## config.mk

```make
export PLATFORM = sky130hd
export DESIGN_NAME = usb_tx_sequencer
export DESIGN_NICKNAME = d
export VERILOG_FILES = /design/src/rtl/usb_tx_sequencer.sv
export SDC_FILE = /design/constraint.sdc
export NUM_CORES = 1
export LEC_CHECK = 0
export BUFFER_PORTS_ARGS = -buffer_cell sky130_fd_sc_hd__buf_2
export CORE_MARGIN = 2
export CORE_UTILIZATION = 52
export DETAILED_ROUTE_END_ITERATION = 6
export GPL_TIMING_DRIVEN = 0
export PLACE_DENSITY = 0.82
export SYNTH_ARGS = -nofsm -noshare
export SYNTH_HDL_FRONTEND = slang
export SYNTH_SLANG_ARGS = --single-unit
```

## constraint.sdc

```tcl
create_clock -name clk -period 6.5 [get_ports clk]
set_input_delay 0 -clock clk [delete_from_list [all_inputs] [get_ports clk]]
set_output_delay 0 -clock clk [all_outputs]
set_load 0.01 [all_outputs]
```

## src/rtl/usb_tx_sequencer.sv

```systemverilog
// ---------------------------------------------------------------------------
// usb_tx_sequencer
//
// Purpose: sequences one USB packet (SYNC, PID, DATA bytes, EOP, J idle) as an
// NRZ bit stream towards the NRZI encoder. One bit is emitted every 8 clocks.
// The bit divider starts when tx_start is accepted.
//
// Optional feature macro: TX_BITSTUFF_EN
//   defined   -> a stuffed 0 is inserted after six consecutive transmitted 1s
//                in the SYNC, PID and DATA fields.
//   undefined -> no stuffing. The packet lasts (16 + 8*count) + 3 bit times.
//
// Ports:
//   clk          in   system clock, rising edge
//   n_rst        in   synchronous active-low reset
//   tx_start     in   one-cycle packet request (only honoured in IDLE)
//   tx_pid[3:0]  in   PID nibble, latched with tx_start
//   tx_count[6:0]in   payload byte count, latched with tx_start (saturates at 64)
//   tx_data[7:0] in   current payload byte from the TX buffer
//   packet_done  in   encoder EOP acknowledge (informational only)
//   get_tx_data  out  pop strobe to the TX buffer
//   serial_out   out  NRZ bit to the encoder
//   shift_enable out  bit-time strobe to the encoder
//   eop_flag     out  SE0 request
//   reset_out    out  force-J request
//   tx_busy      out  high whenever not IDLE
//   tx_done      out  one-cycle completion pulse
// ---------------------------------------------------------------------------
module usb_tx_sequencer (
  input  logic       clk,
  input  logic       n_rst,
  input  logic       tx_start,
  input  logic [3:0] tx_pid,
  input  logic [6:0] tx_count,
  input  logic [7:0] tx_data,
  input  logic       packet_done,
  output logic       get_tx_data,
  output logic       serial_out,
  output logic       shift_enable,
  output logic       eop_flag,
  output logic       reset_out,
  output logic       tx_busy,
  output logic       tx_done
);

  typedef enum logic [2:0] {
    S_IDLE  = 3'd0,
    S_SYNC  = 3'd1,
    S_PID   = 3'd2,
    S_DATA  = 3'd3,
    S_EOP   = 3'd4,
    S_JIDLE = 3'd5,
    S_DONE  = 3'd6
  } state_t;

  localparam logic [7:0] SYNC_BYTE = 8'h80;
  localparam logic [6:0] MAX_BYTES = 7'd64;

  // PID byte carries the nibble in the low half and its complement in the high half
  function automatic logic [7:0] f_pid_byte(input logic [3:0] pid);
    f_pid_byte = {~pid, pid};
  endfunction

  state_t     r_state;
  state_t     w_next_state;
  logic [2:0] r_div;
  logic [2:0] r_bit_idx;
  logic [7:0] r_shift;
  logic [3:0] r_pid;
  logic [6:0] r_bytes_left;
  logic       r_serial;

  logic       w_strobe;
  logic       w_in_field;
  logic       w_advance;
  logic       w_stuff_now;
  logic       w_pop;
  logic [2:0] w_next_idx;
  logic [7:0] w_pid_byte;
  logic       w_unused_ack;

  // The EOP acknowledge is not allowed to influence sequencing.
  assign w_unused_ack = packet_done;

  assign w_strobe   = (r_state != S_IDLE) && (r_state != S_DONE) && (r_div == 3'd7);
  assign w_in_field = (r_state == S_SYNC) || (r_state == S_PID) || (r_state == S_DATA);
  assign w_next_idx = r_bit_idx + 3'd1;
  assign w_pid_byte = f_pid_byte(r_pid);

`ifdef TX_BITSTUFF_EN
  logic [2:0] r_ones;
  logic       r_stuff;

  // The sixth consecutive 1 is ending now: the next bit time is a stuffed 0
  // and the bit index / field do not advance until that bit time completes.
  assign w_stuff_now = w_strobe && w_in_field && !r_stuff && r_serial && (r_ones == 3'd5);
  assign w_advance   = w_strobe && !w_stuff_now;

  // Consecutive-ones counter and stuffed-bit marker
  always_ff @(posedge clk) begin
    if (!n_rst) begin
      r_ones  <= 3'd0;
      r_stuff <= 1'b0;
    end else if (!w_in_field) begin
      r_ones  <= 3'd0;
      r_stuff <= 1'b0;
    end else if (w_stuff_now) begin
      r_ones  <= 3'd0;
      r_stuff <= 1'b1;
    end else if (w_advance) begin
      r_stuff <= 1'b0;
      if (r_serial && !r_stuff) begin
        r_ones <= r_ones + 3'd1;
      end else begin
        r_ones <= 3'd0;
      end
    end
  end
`else
  assign w_stuff_now = 1'b0;
  assign w_advance   = w_strobe;
`endif

  // A pop happens on the edge that loads a payload byte's first bit
  assign w_pop = w_advance && (r_bit_idx == 3'd7) &&
                 ((r_state == S_PID) || (r_state == S_DATA)) &&
                 (r_bytes_left != 7'd0);

  // State register
  always_ff @(posedge clk) begin
    if (!n_rst) begin
      r_state <= S_IDLE;
    end else begin
      r_state <= w_next_state;
    end
  end

  // Next-state decode
  always_comb begin
    w_next_state = r_state;
    case (r_state)
      S_IDLE: begin
        if (tx_start) begin
          w_next_state = S_SYNC;
        end else begin
          w_next_state = S_IDLE;
        end
      end
      S_SYNC: begin
        if (w_advance && (r_bit_idx == 3'd7)) begin
          w_next_state = S_PID;
        end else begin
          w_next_state = S_SYNC;
        end
      end
      S_PID, S_DATA: begin
        if (w_advance && (r_bit_idx == 3'd7)) begin
          if (r_bytes_left == 7'd0) begin
            w_next_state = S_EOP;
          end else begin
            w_next_state = S_DATA;
          end
        end else begin
          w_next_state = r_state;
        end
      end
      S_EOP: begin
        // Two bit times of SE0: r_bit_idx counts them
        if (w_strobe && (r_bit_idx == 3'd1)) begin
          w_next_state = S_JIDLE;
        end else begin
          w_next_state = S_EOP;
        end
      end
      S_JIDLE: begin
        if (w_strobe) begin
          w_next_state = S_DONE;
        end else begin
          w_next_state = S_JIDLE;
        end
      end
      S_DONE:  w_next_state = S_IDLE;
      default: w_next_state = S_IDLE;
    endcase
  end

  // Bit divider, bit position, shift byte and serial bit
  always_ff @(posedge clk) begin
    if (!n_rst) begin
      r_div        <= 3'd0;
      r_bit_idx    <= 3'd0;
      r_shift      <= 8'h00;
      r_pid        <= 4'h0;
      r_bytes_left <= 7'd0;
      r_serial     <= 1'b1;
    end else begin
      if ((r_state == S_IDLE) || (r_state == S_DONE)) begin
        r_div <= 3'd0;
      end else begin
        r_div <= r_div + 3'd1;
      end

      case (r_state)
        S_IDLE: begin
          r_bit_idx <= 3'd0;
          if (tx_start) begin
            r_pid        <= tx_pid;
            r_bytes_left <= (tx_count > MAX_BYTES) ? MAX_BYTES : tx_count;
            r_shift      <= SYNC_BYTE;
            r_serial     <= SYNC_BYTE[0];
          end else begin
            r_serial <= 1'b1;
          end
        end
        S_SYNC, S_PID, S_DATA: begin
          if (w_stuff_now) begin
            r_serial <= 1'b0;
          end else if (w_advance) begin
            if (r_bit_idx != 3'd7) begin
              r_bit_idx <= w_next_idx;
              r_serial  <= r_shift[w_next_idx];
            end else begin
              r_bit_idx <= 3'd0;
              if (r_state == S_SYNC) begin
                r_shift  <= w_pid_byte;
                r_serial <= w_pid_byte[0];
              end else if (r_bytes_left != 7'd0) begin
                r_shift      <= tx_data;
                r_serial     <= tx_data[0];
                r_bytes_left <= r_bytes_left - 7'd1;
              end else begin
                // Heading into EOP: line level is don't-care under SE0, keep it high
                r_serial <= 1'b1;
              end
            end
          end
        end
        S_EOP: begin
          r_serial <= 1'b1;
          if (w_strobe) begin
            r_bit_idx <= (r_bit_idx == 3'd0) ? 3'd1 : 3'd0;
          end
        end
        S_JIDLE, S_DONE: begin
          r_serial  <= 1'b1;
          r_bit_idx <= 3'd0;
        end
        default: begin
          r_serial  <= 1'b1;
          r_bit_idx <= 3'd0;
        end
      endcase
    end
  end

  // Output decode from registered state
  always_comb begin
    get_tx_data  = 1'b0;
    shift_enable = 1'b0;
    eop_flag     = 1'b0;
    reset_out    = 1'b0;
    tx_busy      = 1'b1;
    tx_done      = 1'b0;
    case (r_state)
      S_IDLE: begin
        reset_out = 1'b1;
        tx_busy   = 1'b0;
      end
      S_SYNC, S_PID, S_DATA: begin
        shift_enable = w_strobe;
        get_tx_data  = w_pop;
      end
      S_EOP: begin
        shift_enable = w_strobe;
        eop_flag     = 1'b1;
      end
      S_JIDLE: begin
        shift_enable = w_strobe;
        reset_out    = 1'b1;
      end
      S_DONE: begin
        reset_out = 1'b1;
        tx_done   = 1'b1;
      end
      default: begin
        reset_out = 1'b1;
        tx_busy   = 1'b0;
      end
    endcase
  end

  assign serial_out = r_serial;

endmodule

```

---- Word level (Yosys, flattened, before mapping) ----
Index checks and enable logic that the tools add are counted.
cells by class
  add/subtract/negate cells ............... 3
  $lt $le $gt $ge ......................... 2
  eq/ne operators ......................... 19
  mux-type cells .......................... 39
  bitwise gates (word level) .............. 2
  reduce and logical (&&, ||, !) cells .... 24
operators by type and width
  operator               count
  $mux W7                6
  $mux W8                5
  $pmux W8 S2            1
  $eq A3 B3 Y1 const B   5
  $mux W1                15
  $mux W3                5
  $pmux W3 S5            1
  $ne A2 B2 Y1 const B   7
  $pmux W7 S2            1
  $ne A3 B3 Y1 const B   3
  $gt A7 B7 Y1 const B   1
  $logic_not A7 Y1       1
  $reduce_bool A7 Y1     1
  $sub A7 B1 Y7 const B  1
  $add A3 B1 Y3 const B  2
  $eq A3 B1 Y1 const B   2
  $eq A3 B2 Y1 const B   2
  $logic_and A1 B1 Y1    6
  $logic_not A3 Y1       2
  $pmux W3 S2            1
  $reduce_and A6 Y1      1
  $reduce_or A6 Y1       1
  $reduce_and A5 Y1      1
  $reduce_or A5 Y1       1
  other kinds (13)       17
word-level totals
  bits in registers ....................... 29
  output and inout bits ................... 7
  word-level logic and storage cells ...... 96

---- Logic depth before layout (Yosys ltp) ----
Gate-level depths: netlist of the first run.
  word-level depth ........................ 7
  depth in mapped cells ................... 8
  mapped depth without buffers ............ 7

---- Least setup slack after synthesis of the first run ----
OpenSTA, ideal clock, no wires.
  path type ............................... reg2reg
  from .................................... reg r_bit_idx[0]
  to ...................................... reg r_bytes_left[0]
  library setup time ...................... 0.071 ns
  arrival ................................. 2.040 ns
  required time ........................... 6.429 ns
  setup slack ............................. 4.390 ns
  stages on the path, launching flop included .. 8
  path buffers ............................ 0
  period minus slack after synthesis ...... 2.110 ns
  cell sequence ........................... dfxtp_1 > ha_1 > ha_1 > and2_2 > mux2i_1 > a311o_1 > or4b_1 > a21oi_1
on the way
  word-level cells in the longest chain between the ends .. 3
RTL lines
  item                         RTL line  text
  start: declaration           67        logic [2:0] r_bit_idx;
  start signal: assignment     220       r_bit_idx <= w_next_idx;
  start signal: assignment     241       r_bit_idx <= (r_bit_idx == 3'd0) ? 3'd1 : 3'd0;
  $ne A3 B3 Y1                 219       if (r_bit_idx != 3'd7) begin
  $ne A2 B2 Y1 (no line)       --
  $reduce_and A6 Y1 (no line)  --
  end signal: assignment       208       r_bytes_left <= (tx_count > MAX_BYTES) ? MAX_BYTES : tx_count;
  end signal: assignment       230       r_bytes_left <= r_bytes_left - 7'd1;
  end: declaration             70        logic [6:0] r_bytes_left;
No other way between the ends.
A chain may end at the register's enable or synchronous reset.

---- Worst setup path after layout of the first run ----
Ends and elaborated chain as after synthesis.

==> flow_summary.yaml, run 1 <==
status:
  run_status: "completed"
yosys:
  synthMuxAreaShare_pct: 7.26
  syn_inst: 210
  synth_seq_cells: 29
  synth_top_family_by_area: "simple AND/OR/NAND/NOR gates"
  synth_fp_nets: 241
  dominantRegCellSynth: "dfxtp_1"
  postSynthAreaPerCell_um2: 8.29
  ys_warn_count: 0
  synth_top_area_cell: "dfxtp_1"
  yosysMostFrequentCell: "dfxtp_1"
  synth_common_cells: "29 x dfxtp_1, 26 x nor2_1, 21 x a21oi_1"
  synth_edf_count: 0
  seq_area_frac_synth_pct: 33.3
  async_reset_ff_share_pct: 0
  synth_cell_types: 47
  syn_area_um2: 1740
  synth_fa_ha_area_share_pct: 5.75
  yosysTopAreaCellShare_pct: 33.3
  synth_area_leaders: "dfxtp_1 33%, a21oi_1 6.0%, ha_1 5.7%"
  synth-simple-area-share_pct: 28.1
  synth_compound_area_share_pct: 19.5
  yosys.area_share.xor_xnor_pct: 1.01
setup_path:
  r2r-start: "r_bit_idx[0]"
  crit_type: "reg2reg"
  rr_endpoint: "r_bytes_left[0]"
  arrival_ns: 2.65
  end_kind: "flop"
  r2r_slack_ns: 4.12
  rr_worst_depth: 7
  cp-start-kind: "flop"
  required_ns: 6.77
  worst-path-max-fanout: 8
sta:
  max_freq_ghz: 0.421
  slew_headroom_pct: 56.3
  fin_crit_ns: 2.38
  fin_setup_tns_ns: 0
  rsz0062_at_grt: "no"
  slew_violations: 0
  setup_viol: 0
  finClkSkew_ns: 0.0117
  final-hold-violation-count: 0
  worst_pin_slew_ns: 0.653
  timing.final.crit_share_pct: 36.6
global_routing:
  grt_pass1_vias: 1417
  overflow: 0
  grt_start_max_net_pins: 11
  grt_pass1_wl_um: 6380
  grtUsageTotal_pct: 23.1
  antenna_found_initial: 0
finish:
  diodes: 0
  nNetsFinal: 281
  drive_gt1_share_pct: 17.6
  synthToLayoutAreaGrowth_pct: 17.4
  final_util_pct: 62.2
place:
  portBuffers: 28
  place.gp.congestion: 0.836
  hpwlAfterDp_um: 2870
drt:
  route.detailed.drc: 0
  drt_wl_total_um: 3870
  avgViaCountPerCell: 5.47
  ant_nets: 0
  wl_per_cell_um: 13.1
  drt-initial-drc-count: 52
  firstDrtPassIters: 4
  vias: 1618
cts:
  clockBufferDepth: 2
  cts_tree: "done"
  clk_pin_slew_ns: 0.10
  cts_buffers: 5
  clock_tree.root_cell: "clkbuf_4"
  htreeDepth: 2
  cts_resized: 0
  cts.sinks: 29
  clk_latency_ns: 0.34
die:
  die_y_um: 61.9
  start_util_pct: 53.0
  coreArea_um2: 3280
  dieArea_um2: 3830
  rows: 21
  io_pins: 30
  die_w_um: 61.9
power_and_ir_drop:
  seqPwrFrac_pct: 50.0
  switchingPower_uw: 113
  p_leak_nw: 0.844
  power_frac_clock_pct: 29.3
  finalPower_uw: 388
  combPwrFrac_pct: 20.7
  switching_share_pct: 29.1
  ir_drop_uv: 130
  p_per_area_nw_per_um2: 190
  internal_power_uw: 275
min_path:
  hold_end: "r_bytes_left[0]"
  hp-start: "tx_count[0]"
  hold_depth: 3
  hp-class: "in2reg"
flow_run:
  max-cap-violations: 0
## cell usage in the layout (no fill, tap or decap), types with 2 or more instances in the layout
master and instances:
dfxtp_1 29, a31oi_1 3, nor3_1 5, inv_1 9, mux2i_1 7, ha_1 8, clkbuf_4 5, nand3b_1 8
nand2_1 14, nor3b_1 4, a21o_1 3, o21ai_0 9, or3_1 8, dlygate4sd3_1 5, nor2b_1 3, buf_2 30
nor2_1 26, and2_1 2, a21oi_1 21, mux4_2 2, nand3_1 2, clkbuf_1 10, a311o_1 2, o211ai_1 2
a22oi_1 4, nand2b_1 5
## power by group through the flow
stage,Sequential (mW),Combinational (mW),Clock [mW]
6_report,0.194,0.0804,0.113
5_1_grt,0.195,0.0907,0.122
4_1_cts,0.194,0.0801,0.115
3_5_place_dp,0.198,0.0776,0
3_3_place_gp,0.198,0.0767,0
2_1_floorplan,0.196,0.0571,0
## worst max-delay path by stage
stage	from	cells after the start	to
4_1_cts	r_bit_idx[0]	7	r_bytes_left[0]
3_5_place_dp	r_bit_idx[0]	7	r_bytes_left[0]
5_1_grt	r_bit_idx[0]	7	r_bytes_left[0]
3_3_place_gp	r_bit_idx[0]	7	r_bytes_left[0]
6_report	r_bit_idx[0]	7	r_bytes_left[0]
2_1_floorplan	r_bit_idx[0]	7	r_bytes_left[0]
## logic make-up after synthesis
kind of cell,after synthesis
mux,10
buf+inv,21
simple gates,86
flops,29
compound gates,54
fa+ha+maj,8
xor+xnor,2
## metrics by stage
step	setup slack [ns]	std cells	hold WS [ns]	area, µm²
3_3_place_gp	4.16	284	0.237	1940
2_1_floorplan	4.39	210	0.0718	1740
5_1_grt	3.97	296	0.0204	2040
4_1_cts	4.10	296	0.00864	2040
3_5_place_dp	4.12	284	0.242	1940
6_report	4.12	296	0.0153	2040
## per-layer routing
layer	GRT usage [%]	wire length, µm	up-vias
met3	6.21	128	7
met4	8.21	69	0
met2	35.3	1850	24
li1	-	-	836
met5	0	0	-
met1	31.3	1820	751
## critical path: stages, from the launching register on
cell and delay (ns):
dfxtp_1 0.45, ha_1 0.18, ha_1 0.30, and2_2 0.24
mux2i_1 0.09, a311o_1 0.38, or4b_1 0.53, a21oi_1 0.15
## repair_timing
| item | in CTS | in global routing |
|---|---|---|
| hold buffers | 5 | 0 |
| buffers inserted | 0 | 0 |
| endpoints found under the setup margin | 0 | 0 |
| endpoints found under the hold margin | 7 | 0 |
## layout make-up
cell class,instances,area (µm²)
fillers,291,1240
inverters,9,33.8
repair buffers,33,190
plain buffers,12,55.1
flip-flops and latches,29,581
multi-input cells,160,1070
clock buffers,7,55.1
well taps,46,57.6
## flip-flops by register name, summed over array words and instances (netlist names)
name and cells:
r_bit_idx 3, r_bytes_left 7, r_div 3, r_pid 4, r_shift 8, r_state 3, serial_out 1
Note: power is estimated with default switching activity, not from simulation.
==> run 2: changes to the inputs <==
- CORE_UTILIZATION: 52 -> 50
- clock period: 6.5 -> 2.1 ns (I/O delays scaled with it)
==> run 2 against run 1 <==
Net effect: count of clock-buffer cells in the layout stayed put; die area increased by 3.7%; hold slack worse by 0.0051 ns; core utilization is 2.8 points higher; worst setup slack worse by 4.1 ns; global-route usage is 1.6 points lower; critical path depth is the same; clock skew grew 0.0012 ns; maximum frequency increased by 16%; non-clock buffer count increased by 5; largest power group unchanged.
==> flow_summary.yaml, run 2 (synthesized netlist as in run 1, its figures left out) <==
status:
  run_status: "completed"
die:
  die_y_um: 63.0
  start_util_pct: 52.2
  rows: 21
  coreArea_um2: 3340
  io_pins: 30
  die_w_um: 63.0
  dieArea_um2: 3970
global_routing:
  grt_start_max_net_pins: 11
  grt_pass1_wl_um: 6680
  overflow: 0
  grtUsageTotal_pct: 21.5
  grt_pass1_vias: 1457
  antenna_found_initial: 0
power_and_ir_drop:
  finalPower_mw: 1.26
  p_leak_nw: 0.886
  p_per_area_nw_per_um2: 581
  ir_drop_uv: 409
setup_path:
  cp_slowest_stage_delay_ns: 0.53
  arrival_ns: 2.33
  crit_type: "reg2reg"
  crit_chain: "ha_2 -> ha_4 -> and2_4 -> mux2i_1 -> a311o_1 -> or4b_4 -> a21oi_2"
  r2r-start: "r_bit_idx[0]"
  worst-path-max-fanout: 5
  r2r_slack_ns: 0.05
  cp-start-kind: "flop"
  cpLargestDelayFamily: "simple AND/OR/NAND/NOR gates"
  end_kind: "flop"
  critPathSlowestCell: "or4b_4"
  required_ns: 2.39
  rr_endpoint: "r_bytes_left[0]"
  crit_buf_inv: 0
  rr_worst_depth: 7
drt:
  firstDrtPassIters: 4
  ant_nets: 0
  wl_per_cell_um: 13.6
  avgViaCountPerCell: 5.62
  vias: 1697
  drt_wl_total_um: 4110
  drt-initial-drc-count: 89
  route.detailed.drc: 0
finish:
  multiInputGateArea_um2: 1130
  stdcell_count: 302
  final_common_cell: "buf_2"
  regMostFlops: "r_shift"
  synthToLayoutAreaGrowth_pct: 24.6
  drive_gt1_share_pct: 25.0
  regArea_um2: 586
  diodes: 0
  nNetsFinal: 286
  largest_register_ffs: 8
  nFillCells: 293
  final_cell_mix: "29 x buf_2, 27 x dfxtp_1, 26 x nor2_1, 20 x a21oi_1, 14 x nand2_1"
  top_regs: "r_shift (8), r_bytes_left (7), r_pid (4)"
min_path:
  hp-class: "in2reg"
  hp-start: "tx_count[3]"
  hold_depth: 4
  hold_end: "r_bytes_left[3]"
cts:
  clk_latency_ns: 0.35
  cts_buffers: 5
  clockBufferDepth: 2
  cts.sinks: 29
  htreeDepth: 2
  clk_pin_slew_ns: 0.10
  clock_tree.root_cell: "clkbuf_4"
  cts_tree: "done"
sta:
  fin_setup_tns_ns: 0
  setup_viol: 0
  slew_violations: 0
  fin_crit_ns: 2.05
  finClkSkew_ns: 0.0129
  max_freq_ghz: 0.488
  worst_pin_slew_ns: 0.714
  rsz0062_at_grt: "yes"
  final-hold-violation-count: 0
  slew_headroom_pct: 52.2
  timing.final.crit_share_pct: 97.6
  holdWs_ns: 0.0101
flow_run:
  max-cap-violations: 0
place:
  placed_cells: 284
  hpwlAfterDp_um: 2900
  portBuffers: 28
  place.gp.congestion: 0.850
## run 2: cell types whose count changed in the layout (fill, tap and decap cells not counted), moves of 2 or more
cell      before  now
ha_1           8    3
clkbuf_2       0    3
ha_2           0    2
clkbuf_1      10    6
ha_4           0    3
buf_4          0    5
dfxtp_1       29   27
## run 2: repair_timing
action                                  in CTS  in global routing
pin swaps                                    2                  3
endpoints found under the setup margin      16                 11
resized for setup                            6                 17
hold buffers                                 5                  0
buffers inserted                             2                  3
endpoints found under the hold margin        8                  0
## run 2: final cells by class
cell class / count / area share, %
buffer: 12 / 3.00
clock inverter: 1 / 0.231
sequential: 29 / 27.0
timing repair buffer: 38 / 10.5
multi-input combinational: 160 / 52.1
clock buffer: 7 / 3.00
inverter: 9 / 1.56
tap: 46 / 2.65
## run 2: worst max path at each step
stage                      start         endpoint  slack (ns)  cells after the start
floorplan           r_bit_idx[0]  r_bytes_left[0]        0.02                      7
CTS                 r_bit_idx[0]       serial_out       0.002                      6
finish              r_bit_idx[0]  r_bytes_left[0]        0.05                      7
global placement    r_bit_idx[0]       serial_out       -0.20                      6
global route        r_bit_idx[0]       r_shift[0]      -0.006                      8
detailed placement  r_bit_idx[0]       serial_out       -0.31                      6
## run 2: worst reg2reg max path: cells and delay by family, from the launching register on
kind | cells | cell delay (ns)
and+or+nand+nor | 2 | 0.69
AOI/OAI and AO/OA | 2 | 0.49
DFF | 1 | 0.39
adders and majority gates | 2 | 0.33
muxes | 1 | 0.08
## run 2: metrics by stage
stage / utilization [%] / setup slack (ns) / area, µm²
2_1_floorplan: - / 0.0219 / 1740
3_3_place_gp: 58.2 / -0.204 / 1940
3_5_place_dp: 58.2 / -0.310 / 1940
4_1_cts: 63.0 / 0.00160 / 2100
5_1_grt: 65.1 / -0.00613 / 2170
6_report: 65.1 / 0.0502 / 2170
## run 2: report_power, final
part           switching, mW  total [mW]  internal (mW)
Sequential            0.0236       0.599          0.575
Combinational          0.137       0.262          0.125
Clock                  0.207       0.400          0.194
Total                  0.367        1.26          0.894
## run 2: per-layer routing
metal | up-vias | track usage (%) | routed length [µm]
met4 | 0 | 9.44 | 97
met3 | 9 | 4.86 | 218
met1 | 799 | 29.9 | 2000
met5 | - | 0 | 0
met2 | 47 | 31.5 | 1790
li1 | 842 | - | -
